### src/rtl/timer_share_arb_if.sv
// Request/grant bundle between requesters and the shared-timer arbiter.
// The master side drives requests, lengths and abort; the slave side returns ownership and count.
interface timer_share_arb_if #(
  parameter int unsigned N_REQ = 4,
  parameter int unsigned CNT_W = 8
);
  logic [N_REQ-1:0]       req;
  logic [N_REQ*CNT_W-1:0] len;
  logic                   abort;
  logic [N_REQ-1:0]       gnt;
  logic [N_REQ-1:0]       done;
  logic                   busy;
  logic [CNT_W-1:0]       count;

  modport master (
    output req, len, abort,
    input  gnt, done, busy, count
  );

  modport slave (
    input  req, len, abort,
    output gnt, done, busy, count
  );
endinterface

### src/rtl/timer_share_arb.sv
// Round-robin owner of one shared up-counter. It grants one requester at a time, counts from 0 to
// that requester's latched length, then pulses its done flag.
module timer_share_arb #(
  parameter int unsigned N_REQ = 4,
  parameter int unsigned CNT_W = 8
) (
  input logic              clk,
  input logic              rst,
  timer_share_arb_if.slave bus
);
  localparam int unsigned IdxW = (N_REQ > 1) ? $clog2(N_REQ) : 1;

  typedef enum logic [1:0] {StIdle, StRun, StDone} state_e;

  state_e            state_q, state_d;
  logic [N_REQ-1:0]  gnt_q, gnt_d;
  logic [N_REQ-1:0]  done_q, done_d;
  logic              busy_q, busy_d;
  logic [CNT_W-1:0]  count_q, count_d;
  logic [CNT_W-1:0]  target_q, target_d;
  logic [IdxW-1:0]   last_q, last_d;

  logic              found;
  logic [IdxW-1:0]   win;
  logic [IdxW:0]     cand_sum;
  logic [IdxW-1:0]   cand;

  // Search upward from last_q+1, wrapping; the first hit in that order wins.
  always_comb begin
    found    = 1'b0;
    win      = '0;
    cand_sum = '0;
    cand     = '0;
    for (int unsigned k = 1; k <= N_REQ; k++) begin
      cand_sum = {1'b0, last_q} + (IdxW+1)'(k);
      if (cand_sum >= (IdxW+1)'(N_REQ)) begin
        cand_sum = cand_sum - (IdxW+1)'(N_REQ);
      end
      cand = cand_sum[IdxW-1:0];
      if (!found && bus.req[cand]) begin
        found = 1'b1;
        win   = cand;
      end
    end
  end

  always_comb begin
    state_d  = state_q;
    gnt_d    = gnt_q;
    done_d   = '0;
    busy_d   = busy_q;
    count_d  = count_q;
    target_d = target_q;
    last_d   = last_q;
    unique case (state_q)
      StIdle: begin
        if (found) begin
          state_d  = StRun;
          gnt_d    = '0;
          gnt_d[win] = 1'b1;
          busy_d   = 1'b1;
          count_d  = '0;
          target_d = bus.len[win*CNT_W +: CNT_W];
          last_d   = win;
        end
      end
      StRun: begin
        // Cancel beats completion when both happen in the same cycle.
        if (bus.abort || !bus.req[last_q]) begin
          state_d = StIdle;
          gnt_d   = '0;
          busy_d  = 1'b0;
          count_d = '0;
        end else if (count_q == target_q) begin
          state_d = StDone;
          done_d  = gnt_q;
        end else begin
          count_d = count_q + 1'b1;
        end
      end
      StDone: begin
        state_d = StIdle;
        gnt_d   = '0;
        busy_d  = 1'b0;
        count_d = '0;
      end
      default: begin
        state_d = StIdle;
        gnt_d   = '0;
        busy_d  = 1'b0;
        count_d = '0;
      end
    endcase
  end

  always_ff @(posedge clk or posedge rst) begin
    if (rst) begin
      state_q  <= StIdle;
      gnt_q    <= '0;
      done_q   <= '0;
      busy_q   <= 1'b0;
      count_q  <= '0;
      target_q <= '0;
      last_q   <= IdxW'(N_REQ - 1);
    end else begin
      state_q  <= state_d;
      gnt_q    <= gnt_d;
      done_q   <= done_d;
      busy_q   <= busy_d;
      count_q  <= count_d;
      target_q <= target_d;
      last_q   <= last_d;
    end
  end

  assign bus.gnt   = gnt_q;
  assign bus.done  = done_q;
  assign bus.busy  = busy_q;
  assign bus.count = count_q;
endmodule

### src/flat_wrapper.sv
// flat-port wrapper written by rule: the top's interface ports become plain ports
module timer_share_arb_flat 
#(
  parameter int unsigned N_REQ = 4,
  parameter int unsigned CNT_W = 8
)
  (clk, rst, bus_req, bus_len, bus_abort, bus_gnt, bus_done, bus_busy, bus_count);
  timer_share_arb_if #(.N_REQ(N_REQ), .CNT_W(CNT_W)) bus_i ();
  input logic clk;
  input logic rst;
  input wire logic [$bits(bus_i.req)-1:0] bus_req;
  input wire logic [$bits(bus_i.len)-1:0] bus_len;
  input wire logic [$bits(bus_i.abort)-1:0] bus_abort;
  output wire logic [$bits(bus_i.gnt)-1:0] bus_gnt;
  output wire logic [$bits(bus_i.done)-1:0] bus_done;
  output wire logic [$bits(bus_i.busy)-1:0] bus_busy;
  output wire logic [$bits(bus_i.count)-1:0] bus_count;
  assign bus_i.req = bus_req;
  assign bus_i.len = bus_len;
  assign bus_i.abort = bus_abort;
  assign bus_gnt = bus_i.gnt;
  assign bus_done = bus_i.done;
  assign bus_busy = bus_i.busy;
  assign bus_count = bus_i.count;
  timer_share_arb #(.N_REQ(N_REQ), .CNT_W(CNT_W)) u_core (.clk(clk), .rst(rst), .bus(bus_i));
endmodule
### config.mk
export PLATFORM = sky130hd
export DESIGN_NAME = timer_share_arb_flat
export DESIGN_NICKNAME = d
export VERILOG_FILES = /design/src/rtl/timer_share_arb_if.sv /design/src/rtl/timer_share_arb.sv /design/src/flat_wrapper.sv
export SDC_FILE = /design/constraint.sdc
export NUM_CORES = 1
export LEC_CHECK = 0
export ABC_AREA = 0
export ABC_CLOCK_PERIOD_IN_PS = 2350
export BUFFER_PORTS_ARGS = -buffer_cell sky130_fd_sc_hd__buf_2
export CELL_PAD_IN_SITES_DETAIL_PLACEMENT = 0
export CELL_PAD_IN_SITES_GLOBAL_PLACEMENT = 1
export CORE_MARGIN = 5
export CORE_UTILIZATION = 35
export CTS_CLUSTER_SIZE = 14
export DETAILED_ROUTE_END_ITERATION = 10
export PLACE_DENSITY = 0.84
export SLEW_MARGIN = 20
export SYNTH_ARGS = -nofsm -noshare
export SYNTH_HDL_FRONTEND = slang
export SYNTH_SLANG_ARGS = --single-unit
export TNS_END_PERCENT = 1
### constraint.sdc
create_clock -name clk -period 2.35 [get_ports clk]
set_input_delay 0.5875 -clock clk [delete_from_list [all_inputs] [get_ports clk]]
set_output_delay 0.5875 -clock clk [all_outputs]
set_load 0.01 [all_outputs]
==> run summary, run 1 <==
Crit. Startpoint = u_core.last_q[0]
XOR/XNOR Fraction of Synth Area = 4.288%
Tightest Pin Transition = 0.4621 ns
Simple-Gate Fraction of Synth Area = 18.76%
DP Area = 1997 um2
Clk slew on worst S/H paths = 0.07 ns
Post-Syn Nets = 206
Post-cts gate resize count = 0
Rows = 24
Tmin final = 2.077 ns
Die height = 78.33 um
Port bufs = 55
Vias per cell = 5.146
Post-synthesis mux area share = 6.891%
Grt total ovfl = 0
Max-cap violations = 0
Max-slew violation count = 0
Longest Clk Path Bufs = 2
FFs w/ async S/R, synth = 100.0%
Netlist Area Pre-Place = 1634 um2
Worst r2r dst = u_core.bus.count[6]
Area of the multi-input gates = 848.3 um2
N_diodes = 0
Vias in the first global route = 1488
Period Utilization, post-route = 88.39%
Register area = 728.2 um2
Adder-cell area share of the yosys netlist = 0.7657%
Crit Reg-Reg Startpoint = u_core.last_q[0]
Worst Path Max Fanout = 19
# fillers = 460
H-tree depth = 2
Largest family of logic cells by synthesized area = compound AO/OA/AOI/OAI gates
Kind of critical path = reg2reg
Final worst slack = 0.2728 ns
Design Area, Final = 2079 um2
# IOs = 56
Average size of a mapped cell = 9.844 um2
Core region area = 4444 um2
Hold Fails Final Rpt = 0
Worst path arrival time = 2.28 ns
Gr usage total = 14.10%
Peak VDD IR = 0.0004460 V
EDFF count, synth = 0
First-pass GRT wire length = 6851 um
Dpl ws = 0.02776 ns
Routed Antenna Nets = 0
RSZ-0062 raised after global routing = false
Final Power = 1.999 mW
Critical path cell sequence = mux4_2, and2_4, and3_4, or3_1, a21oi_1
CP Capture Type = flip-flop
WP data required = 2.56 ns
Hold-fix buffers at CTS = 0
Slowest stage delay, CP = 0.58 ns
Largest net degree at the start of global routing = 30
Seq/Total Area, Yosys = 44.56%
Ys Warns = 0
CP top delay family = simple AND/OR/NAND/NOR gates
CP endpoint = u_core.bus.count[6]
LEAKAGE = 1.006 nW
HPWL after detailed placement = 3107 um
Pre-Repair DR Iteration Count = 4
Slew HR = 69.08%
Pwr/cell area = 961.5 nW/um2
WL final = 4021 um
DR iter-0 viols = 44
Synthesis-to-layout area growth = 27.26%
Share of cells above drive strength 1 = 34.06%
Initial antenna violation count = 0
Worst hold slack = 0.3581 ns
Synth Flop Type = dfrtp_1
WP depth = 5
Run status = completed
Yosys reg bits = 29
# clock sinks = 29
Startpoint Class = flip-flop
Die Width = 78.33 um
Clk Latency, worst-skew pair = 0.29 ns
Gp weighted congestion = 0.7536
Setup TNS = 0 ns
Final #Nets = 268
Routed len/inst = 14.31 um
Synth Area in Compound Gates = 21.21%
Final setup viols = 0
Post-synth cell types = 35
Cts bufs inserted = 5
Slowest-stage cell, CP = dfstp_2
Setup Fix Bufs, Post-CTS = 0
Die ar. = 6136 um2
CTS tree = built
Mapped Cells = 166
Vias post-DR = 1446
Max Clock Freq = 0.4814 GHz
Clock Skew = 0.01015 ns
CP Buf/Inv Count = 0
Hold crit path type = in2async
Initial Util = 36.77%
Reg2Reg Depth = 5
R2R setup slack = 0.27 ns
Root buffer cell = clkbuf_8
DRC Markers = 0
## worst register-to-register path, stage by stage, from the launching register on
cell and delay [ns]:
dfstp_2 0.58, mux4_2 0.52, and2_4 0.16, and3_4 0.23, or3_1 0.36, a21oi_1 0.15
## report_power, final
group	switching [mW]	internal [mW]	total, mW
clock	0.194	0.205	0.399
sequential	0.131	0.659	0.790
combinational	0.419	0.392	0.810
## area by class of cell
cell class,instances,area share (%)
Timing Repair Buffer,63,16.73
Multi-Input combinational cell,127,40.79
Inverter,2,0.3610
Clock buffer,6,3.490
Clock inverter,2,0.4813
Tap cell,52,3.129
Sequential cell,29,35.02
## cells in the mapped netlist (2+ instances only)
cell type | instances | area [um2]
a21oi_1 | 9 | 45.04
o21ai_0 | 11 | 55.05
nand4_1 | 4 | 25.02
xor2_1 | 8 | 70.07
dfrtp_1 | 27 | 675.7
nor2_1 | 14 | 52.55
buf_6 | 2 | 22.52
nor2b_1 | 2 | 12.51
dfstp_2 | 2 | 52.55
clkbuf_1 | 4 | 15.01
nand2_1 | 11 | 41.29
a21boi_0 | 9 | 67.56
nor4_1 | 3 | 18.77
and3_1 | 2 | 12.51
and2_1 | 7 | 43.79
inv_1 | 2 | 7.510
mux2i_1 | 9 | 90.09
a22o_1 | 2 | 17.52
a211oi_1 | 16 | 120.1
or3_1 | 6 | 37.54
nand3b_1 | 2 | 15.01
## per-layer routing
layer	vias to the layer above	share of wire [%]	GRT usage, %
met4	0	1.5	4.720
met5	-	0	0
met3	6	7.4	4.691
met2	47	45	22.86
met1	665	46	17.72
li1	728	-	-
## flip-flops by register name (all words and copies together), names as in the netlist
signal / cells
u_core.bus.count: 8
u_core.bus.busy: 1
u_core.last_q: 2
u_core.bus.gnt: 4
u_core.bus.done: 4
u_core.state_q: 2
u_core.target_q: 8
## placed cells by master, fill, tap and decap left out
cell       synthesis  layout
clkbuf_8           0       5
nor4_1             3       3
nand3b_1           2       2
nor3_1             1       1
or3_1              6       6
mux4_2             1       1
a21boi_0           9       9
o21a_1             1       1
or2_2              1       1
a2bb2oi_2          1       1
a21o_1             1       1
buf_12             0       1
nand4b_1           1       1
dfstp_2            2       2
xor2_1             8       8
o21bai_2           1       1
clkinv_2           0       2
mux2i_1            9       9
a211oi_1          16      16
nor3b_1            1       1
dfrtp_1           27      27
o21ai_0           11      11
and2_1             7       7
nor2b_1            2       2
and3_4             1       1
inv_1              2       2
buf_2              1      55
a21oi_1            9       9
ha_1               1       1
clkbuf_1           4       1
and2_4             1       1
buf_4              1       7
and3_1             2       2
a22o_1             2       2
nand2_1           11      11
nand4_1            4       4
nor2_1            14      14
## through the flow
stage / instances / util [%]
after floorplan: 166 / -
after global placement: 273 / 44.93
after detailed placement: 273 / 44.93
after CTS: 281 / 46.79
after global routing: 281 / 46.79
final: 281 / 46.79
## cell families (layout without fill, tap and decap cells)
logic type	after synthesis	in the layout
AO/OA/AOI/OAI	51	51
XOR/XNOR	8	8
flip-flops	29	29
buffers and inverters	10	73
AND/OR/NAND/NOR	57	57
adder cells (fa/ha/maj)	1	1
multiplexers	10	10
## worst min-delay path by stage
stage	cells past startpoint	start	end	slack (ns)
after floorplan	2	u_core.last_q[0]	u_core.last_q[0]	0.51
after global placement	1	u_core.bus.busy	u_core.bus.busy	0.46
after detailed placement	1	u_core.bus.busy	u_core.bus.busy	0.47
after CTS	3	rst	u_core.bus.gnt[2]	0.37
after global routing	3	rst	u_core.bus.gnt[2]	0.42
final	3	rst	u_core.bus.gnt[0]	0.36
No activity file was read; power rests on OpenSTA's default activity.
==> run 2, diff against run 1 <==
--- a/config.mk
+++ b/config.mk
@@ -11,4 +11,5 @@
 export CELL_PAD_IN_SITES_DETAIL_PLACEMENT = 0
 export CELL_PAD_IN_SITES_GLOBAL_PLACEMENT = 1
+export CORE_ASPECT_RATIO = 0.8
 export CORE_MARGIN = 5
 export CORE_UTILIZATION = 35
@@ -16,4 +17,5 @@
 export DETAILED_ROUTE_END_ITERATION = 10
 export PLACE_DENSITY = 0.84
+export SETUP_SLACK_MARGIN = 0.3
 export SLEW_MARGIN = 20
 export SYNTH_ARGS = -nofsm -noshare
==> constraint.sdc (replaced) <==
create_clock -name clk -period 2.35 [get_ports clk]
set_input_delay 0.5875 -clock clk [delete_from_list [all_inputs] [get_ports clk]]
set_output_delay 0.5875 -clock clk [all_outputs]
set_load 0.1 [all_outputs]
==> run summary, run 2 (synthesized netlist as in run 1, its figures left out) <==
GR met3 Demand/Resource = 3.376% (was 4.691%)
Routed Antenna Nets = 0 (unchanged)
CTS tree = built (unchanged)
Final setup viols = 0 (unchanged)
Slowest-stage cell, CP = dfstp_2 (unchanged)
Vias per cell = 4.997 (was 5.146)
Commonest non-fill, non-tap cells in the layout = 55 x buf_2, 19 x dfrtp_1, 16 x a211oi_1 (was 55 x buf_2, 27 x dfrtp_1, 16 x a211oi_1)
WP data required = 2.55 ns (was 2.56 ns)
Final #Nets = 274 (was 268)
# clock sinks = 29 (unchanged)
Vias post-DR = 1474 (was 1446)
Longest Clk Path Bufs = 2 (unchanged)
Worst r2r dst = u_core.bus.count[7] (was u_core.bus.count[6])
Synthesis-to-layout area growth = 33.46% (was 27.26%)
Share of cells above drive strength 1 = 42.98% (was 34.06%)
Startpoint Class = flip-flop (unchanged)
GRT met2 Usage = 18.08% (was 22.86%)
RSZ-0062 raised after global routing = true (was false)
Reg2Reg Depth = 5 (unchanged)
# IOs = 56 (unchanged)
Max Clock Freq = 0.4848 GHz (was 0.4814 GHz)
Die height = 71.12 um (was 78.33 um)
HPWL after detailed placement = 3067 um (was 3107 um)
Hold Fails Final Rpt = 0 (unchanged)
LEAKAGE = 1.028 nW (was 1.006 nW)
Hold crit path type = in2async (unchanged)
Worst path arrival time = 2.27 ns (was 2.28 ns)
Gp weighted congestion = 0.7956 (was 0.7536)
Largest net degree at the start of global routing = 30 (unchanged)
Worst hold slack = 0.3725 ns (was 0.3581 ns)
Crit Reg-Reg Startpoint = u_core.last_q[0] (unchanged)
Max-cap violations = 0 (unchanged)
Pwr/cell area = 1079 nW/um2 (was 961.5 nW/um2)
CP Buf/Inv Count = 0 (unchanged)
Max-slew violation count = 0 (unchanged)
Vias in the first global route = 1417 (was 1488)
First-pass GRT wire length = 6568 um (was 6851 um)
Die ar. = 6144 um2 (was 6136 um2)
DR iter-0 viols = 69 (was 44)
Slew HR = 61.77% (was 69.08%)
Gr usage total = 13.30% (was 14.10%)
Final Power = 2.352 mW (was 1.999 mW)
R2R setup slack = 0.29 ns (was 0.27 ns)
Initial Util = 35.98% (was 36.77%)
Placed insts = 279 (was 273)
Root buffer cell = clkbuf_8 (unchanged)
Tightest Pin Transition = 0.5682 ns (was 0.4621 ns)
Kind of critical path = reg2reg (unchanged)
Die Width = 86.40 um (was 78.33 um)
Tmin final = 2.063 ns (was 2.077 ns)
Commonest non-fill, non-tap cell in the layout = buf_2 (unchanged)
Peak VDD IR = 0.0003920 V (was 0.0004460 V)
Cts bufs inserted = 5 (unchanged)
CP top delay family = simple AND/OR/NAND/NOR gates (unchanged)
DRC Markers = 0 (unchanged)
Period Utilization, post-route = 87.77% (was 88.39%)
Grt total ovfl = 0 (unchanged)
H-tree depth = 2 (unchanged)
Final Non-Filler Cells = 295 (was 281)
WL final = 4067 um (was 4021 um)
# fillers = 454 (was 460)
Area of the multi-input gates = 892.1 um2 (was 848.3 um2)
Clock Skew = 0.004457 ns (was 0.01015 ns)
Pre-Repair DR Iteration Count = 4 (unchanged)
Clk Latency, worst-skew pair = 0.27 ns (was 0.29 ns)
Met1 Use GR = 20.55% (was 17.72%)
Critical path cell sequence = mux4_2, and2_4, and3_4, or3_1, a21oi_2 (was mux4_2, and2_4, and3_4, or3_1, a21oi_1)
Rows = 22 (was 24)
Run status = completed (unchanged)
N_diodes = 0 (unchanged)
Core region area = 4542 um2 (was 4444 um2)
Clk slew on worst S/H paths = 0.06 ns (was 0.07 ns)
Register area = 738.2 um2 (was 728.2 um2)
Worst Path Max Fanout = 8 (was 19)
DP Area = 2002 um2 (was 1997 um2)
Gr busiest metal = met1 (was met2)
Initial antenna violation count = 0 (unchanged)
Port bufs = 55 (unchanged)
Slowest stage delay, CP = 0.59 ns (was 0.58 ns)
CP Capture Type = flip-flop (unchanged)
Routed len/inst = 13.79 um (was 14.31 um)
Design Area, Final = 2181 um2 (was 2079 um2)
==> run 2: cell count changes in the layout (fill, tap and decap cells not counted), sizes merged <==
cell	before	now
and3	3	4
buf	63	68
==> run 2: tightest hold or removal path, cell delays in order <==
cell	delay, ns
buf_2	0.09
inv_1	0.04
buf_4	0.33
==> run 2: timing repair <==
item / 4_1_cts / 5_1_grt
pin swaps: 1 / 11
gates cloned: 0 / 1
gates resized for setup: 0 / 9
hold buffers: 0 / 0
setup endpoints to repair: 14 / 13
buffers inserted: 2 / 5
==> run 2: routing by layer <==
metal / part of all wire, % / wire, um / vias to the layer above
met5: 0 / 0 / -
met4: 0.52 / 21 / 0
met3: 7.3 / 296 / 2
met2: 40 / 1634 / 52
met1: 52 / 2115 / 669
li1: - / - / 751
==> run 2: cell type report <==
class | count | area share [%]
Clock buffer | 6 | 3.328
Clock inverter | 2 | 0.4590
Inverter | 2 | 0.3442
Multi-Input combinational cell | 128 | 40.91
Sequential cell | 29 | 33.85
Tap cell | 60 | 3.442
Timing Repair Buffer | 68 | 17.67
==> run 2: worst max-delay path by stage <==
stage | end | start | cells after the start | slack, ns
floorplan | u_core.target_q[0] | u_core.last_q[1] | 8 | 0.31
global placement | u_core.target_q[3] | bus_req[3] | 7 | 0.11
detailed placement | u_core.target_q[2] | bus_req[3] | 7 | -0.13
CTS | u_core.bus.count[4] | u_core.last_q[0] | 5 | 0.24
global route | u_core.bus.count[7] | u_core.last_q[0] | 5 | 0.27
finish | u_core.bus.count[7] | u_core.last_q[0] | 5 | 0.29
==> run 2: where the power goes <==
group          switching [mW]  internal, mW  total, mW
Combinational           0.761         0.407       1.17
Clock                   0.180         0.205      0.384
Sequential              0.138         0.662      0.799
==> run 2: per-stage QoR <==
step / setup slack [ns] / utilization [%] / setup TNS [ns]
CTS: 0.2423 / 46.23 / 0
global placement: 0.1082 / 44.08 / 0
finish: 0.2874 / 48.02 / 0
global route: 0.2672 / 48.02 / 0
detailed placement: -0.1289 / 44.08 / -0.6213
floorplan: 0.3117 / - / 0
==> run 3, diff against run 2 <==
Settings changed: BUFFER_PORTS_ARGS -buffer_cell sky130_fd_sc_hd__buf_2 to default, CORE_ASPECT_RATIO 0.8 to default, DONT_BUFFER_PORTS from default to 1, PLACE_DENSITY 0.84 to 0.71.
==> run summary, run 3 (synthesized netlist as in run 1, its figures left out) <==
Root buffer cell = clkbuf_8 (unchanged)
WP data required = 2.56 ns (was 2.55 ns)
Initial antenna violation count = 0 (unchanged)
# IOs = 56 (unchanged)
Crit Reg-Reg Startpoint = u_core.last_q[0] (unchanged)
Commonest non-fill, non-tap cells in the layout = 25 x buf_4, 19 x dfrtp_1, 16 x a211oi_1 (was 55 x buf_2, 19 x dfrtp_1, 16 x a211oi_1)
Die Width = 78.33 um (was 86.40 um)
Peak VDD IR = 0.0003688 V (was 0.0003920 V)
Rows = 24 (was 22)
Vias in the first global route = 1414 (was 1417)
Longest Clk Path Bufs = 2 (unchanged)
Reg2Reg Depth = 5 (unchanged)
Worst r2r dst = u_core.bus.count[7] (unchanged)
Design Area, Final = 1957 um2 (was 2181 um2)
Synthesis-to-layout area growth = 19.76% (was 33.46%)
LEAKAGE = 0.8500 nW (was 1.028 nW)
Tmin final = 2.007 ns (was 2.063 ns)
Sequential share of power = 34.3% (was 34.0%)
Final #Nets = 231 (was 274)
Largest net degree at the start of global routing = 30 (unchanged)
Clock Power Share = 16.9% (was 16.3%)
CTS tree = built (unchanged)
Pre-Repair DR Iteration Count = 4 (unchanged)
Slowest-stage cell, CP = dfstp_2 (unchanged)
First-pass GRT wire length = 6472 um (was 6568 um)
Gp weighted congestion = 0.8009 (was 0.7956)
N_diodes = 0 (unchanged)
Tightest Pin Transition = 0.5473 ns (was 0.5682 ns)
Hold Fails Final Rpt = 0 (unchanged)
Routed Antenna Nets = 0 (unchanged)
Slowest stage delay, CP = 0.55 ns (was 0.59 ns)
Clk Latency, worst-skew pair = 0.29 ns (was 0.27 ns)
CP Capture Type = flip-flop (unchanged)
Worst path arrival time = 2.21 ns (was 2.27 ns)
Critical path cell sequence = mux4_2, and2_4, and3_4, or3_4, a21oi_2 (was mux4_2, and2_4, and3_4, or3_1, a21oi_2)
Hold crit path type = in2async (unchanged)
Comb pwr share = 48.9% (was 49.7%)
Routed len/inst = 16.84 um (was 13.79 um)
Period Utilization, post-route = 85.39% (was 87.77%)
Max Clock Freq = 0.4984 GHz (was 0.4848 GHz)
RSZ-0062 raised after global routing = true (unchanged)
Setup TNS = 0 ns (unchanged)
Max-cap violations = 0 (unchanged)
Clock Skew = 0.006953 ns (was 0.004457 ns)
Pwr/cell area = 1181 nW/um2 (was 1079 nW/um2)
Cts bufs inserted = 5 (unchanged)
Vias post-DR = 1339 (was 1474)
R2R setup slack = 0.34 ns (was 0.29 ns)
DP Area = 1824 um2 (was 2002 um2)
Crit. Startpoint = u_core.last_q[0] (unchanged)
Grt total ovfl = 0 (unchanged)
Max-slew violation count = 0 (unchanged)
Gr usage total = 13.68% (was 13.30%)
Core region area = 4444 um2 (was 4542 um2)
Startpoint Class = flip-flop (unchanged)
Share of cells above drive strength 1 = 27.60% (was 42.98%)
Port bufs = 0 (was 55)
WL final = 4109 um (was 4067 um)
Final setup viols = 0 (unchanged)
Run status = completed (unchanged)
Slew HR = 63.38% (was 61.77%)
Int Pwr = 1.242 mW (was 1.274 mW)
Die height = 78.33 um (was 71.12 um)
P_sw = 1.069 mW (was 1.079 mW)
Commonest non-fill, non-tap cell in the layout = buf_4 (was buf_2)
HPWL after detailed placement = 3101 um (was 3067 um)
Switching share of power = 46.25% (was 45.86%)
Vias per cell = 5.488 (was 4.997)
Worst Path Max Fanout = 12 (was 8)
Die ar. = 6136 um2 (was 6144 um2)
Layout Utilization = 44.03% (was 48.02%)
# clock sinks = 29 (unchanged)
Initial Util = 36.77% (was 35.98%)
Final Power = 2.311 mW (was 2.352 mW)
DR iter-0 viols = 35 (was 69)
Clk slew on worst S/H paths = 0.06 ns (about the same)
DRC Markers = 0 (unchanged)
Kind of critical path = reg2reg (unchanged)
H-tree depth = 2 (unchanged)
## run 3: final cells by class
| type | count | area [um2] |
|---|---|---|
| well taps | 52 | 65.06 |
| clock inverters | 2 | 10.01 |
| clock buffers | 6 | 72.57 |
| repair buffers | 26 | 198.9 |
| flip-flops and latches | 29 | 738.2 |
| fillers | 432 | 2487 |
| multi-input cells | 127 | 864.6 |
| inverters | 2 | 7.507 |
## run 3: repair_timing
item,CTS,global route
buffers inserted,1,3
hold buffers,0,0
gates resized for setup,0,5
endpoints found under the setup margin,6,7
## run 3: metal layers
layer | track usage [%] | vias up | routed length (um)
met3 | 4.577 | 9 | 268
li1 | - | 662 | -
met1 | 16.34 | 610 | 1863
met4 | 6.993 | 0 | 86
met2 | 22.00 | 58 | 1891
met5 | 0 | - | 0
## run 3: how the worst max path moves through the flow
stage	to	slack, ns	depth (start not counted)
2_1_floorplan	u_core.target_q[0]	0.31	8
3_3_place_gp	u_core.bus.count[6]	0.30	5
3_5_place_dp	u_core.target_q[2]	0.24	5
4_1_cts	u_core.bus.count[7]	0.31	5
5_1_grt	u_core.bus.count[7]	0.28	5
6_report	u_core.bus.count[7]	0.34	5
## run 3: power groups by stage
stage / logic [mW] / clock network [mW] / registers [mW]
after floorplan: 0.567 / 0 / 1.10
after global placement: 1.08 / 0 / 0.801
after detailed placement: 1.11 / 0 / 0.808
after CTS: 1.13 / 0.398 / 0.793
after global routing: 1.21 / 0.422 / 0.814
final: 1.13 / 0.390 / 0.792
## run 3: stage by stage
step	cells	hold slack [ns]	setup WS (ns)
5_1_grt	244	0.2916	0.2787
2_1_floorplan	166	0.5140	0.3117
4_1_cts	241	0.2723	0.3101
3_3_place_gp	232	0.4816	0.3014
6_report	244	0.2631	0.3434
3_5_place_dp	232	0.4946	0.2432
## run 3: worst max-delay path: cells and delay by family, from the launching register on
family / cells / cell delay, ns
AO/OA/AOI/OAI: 1 / 0.14
flip-flops: 1 / 0.55
AND/OR/NAND/NOR: 3 / 0.74
multiplexers: 1 / 0.50
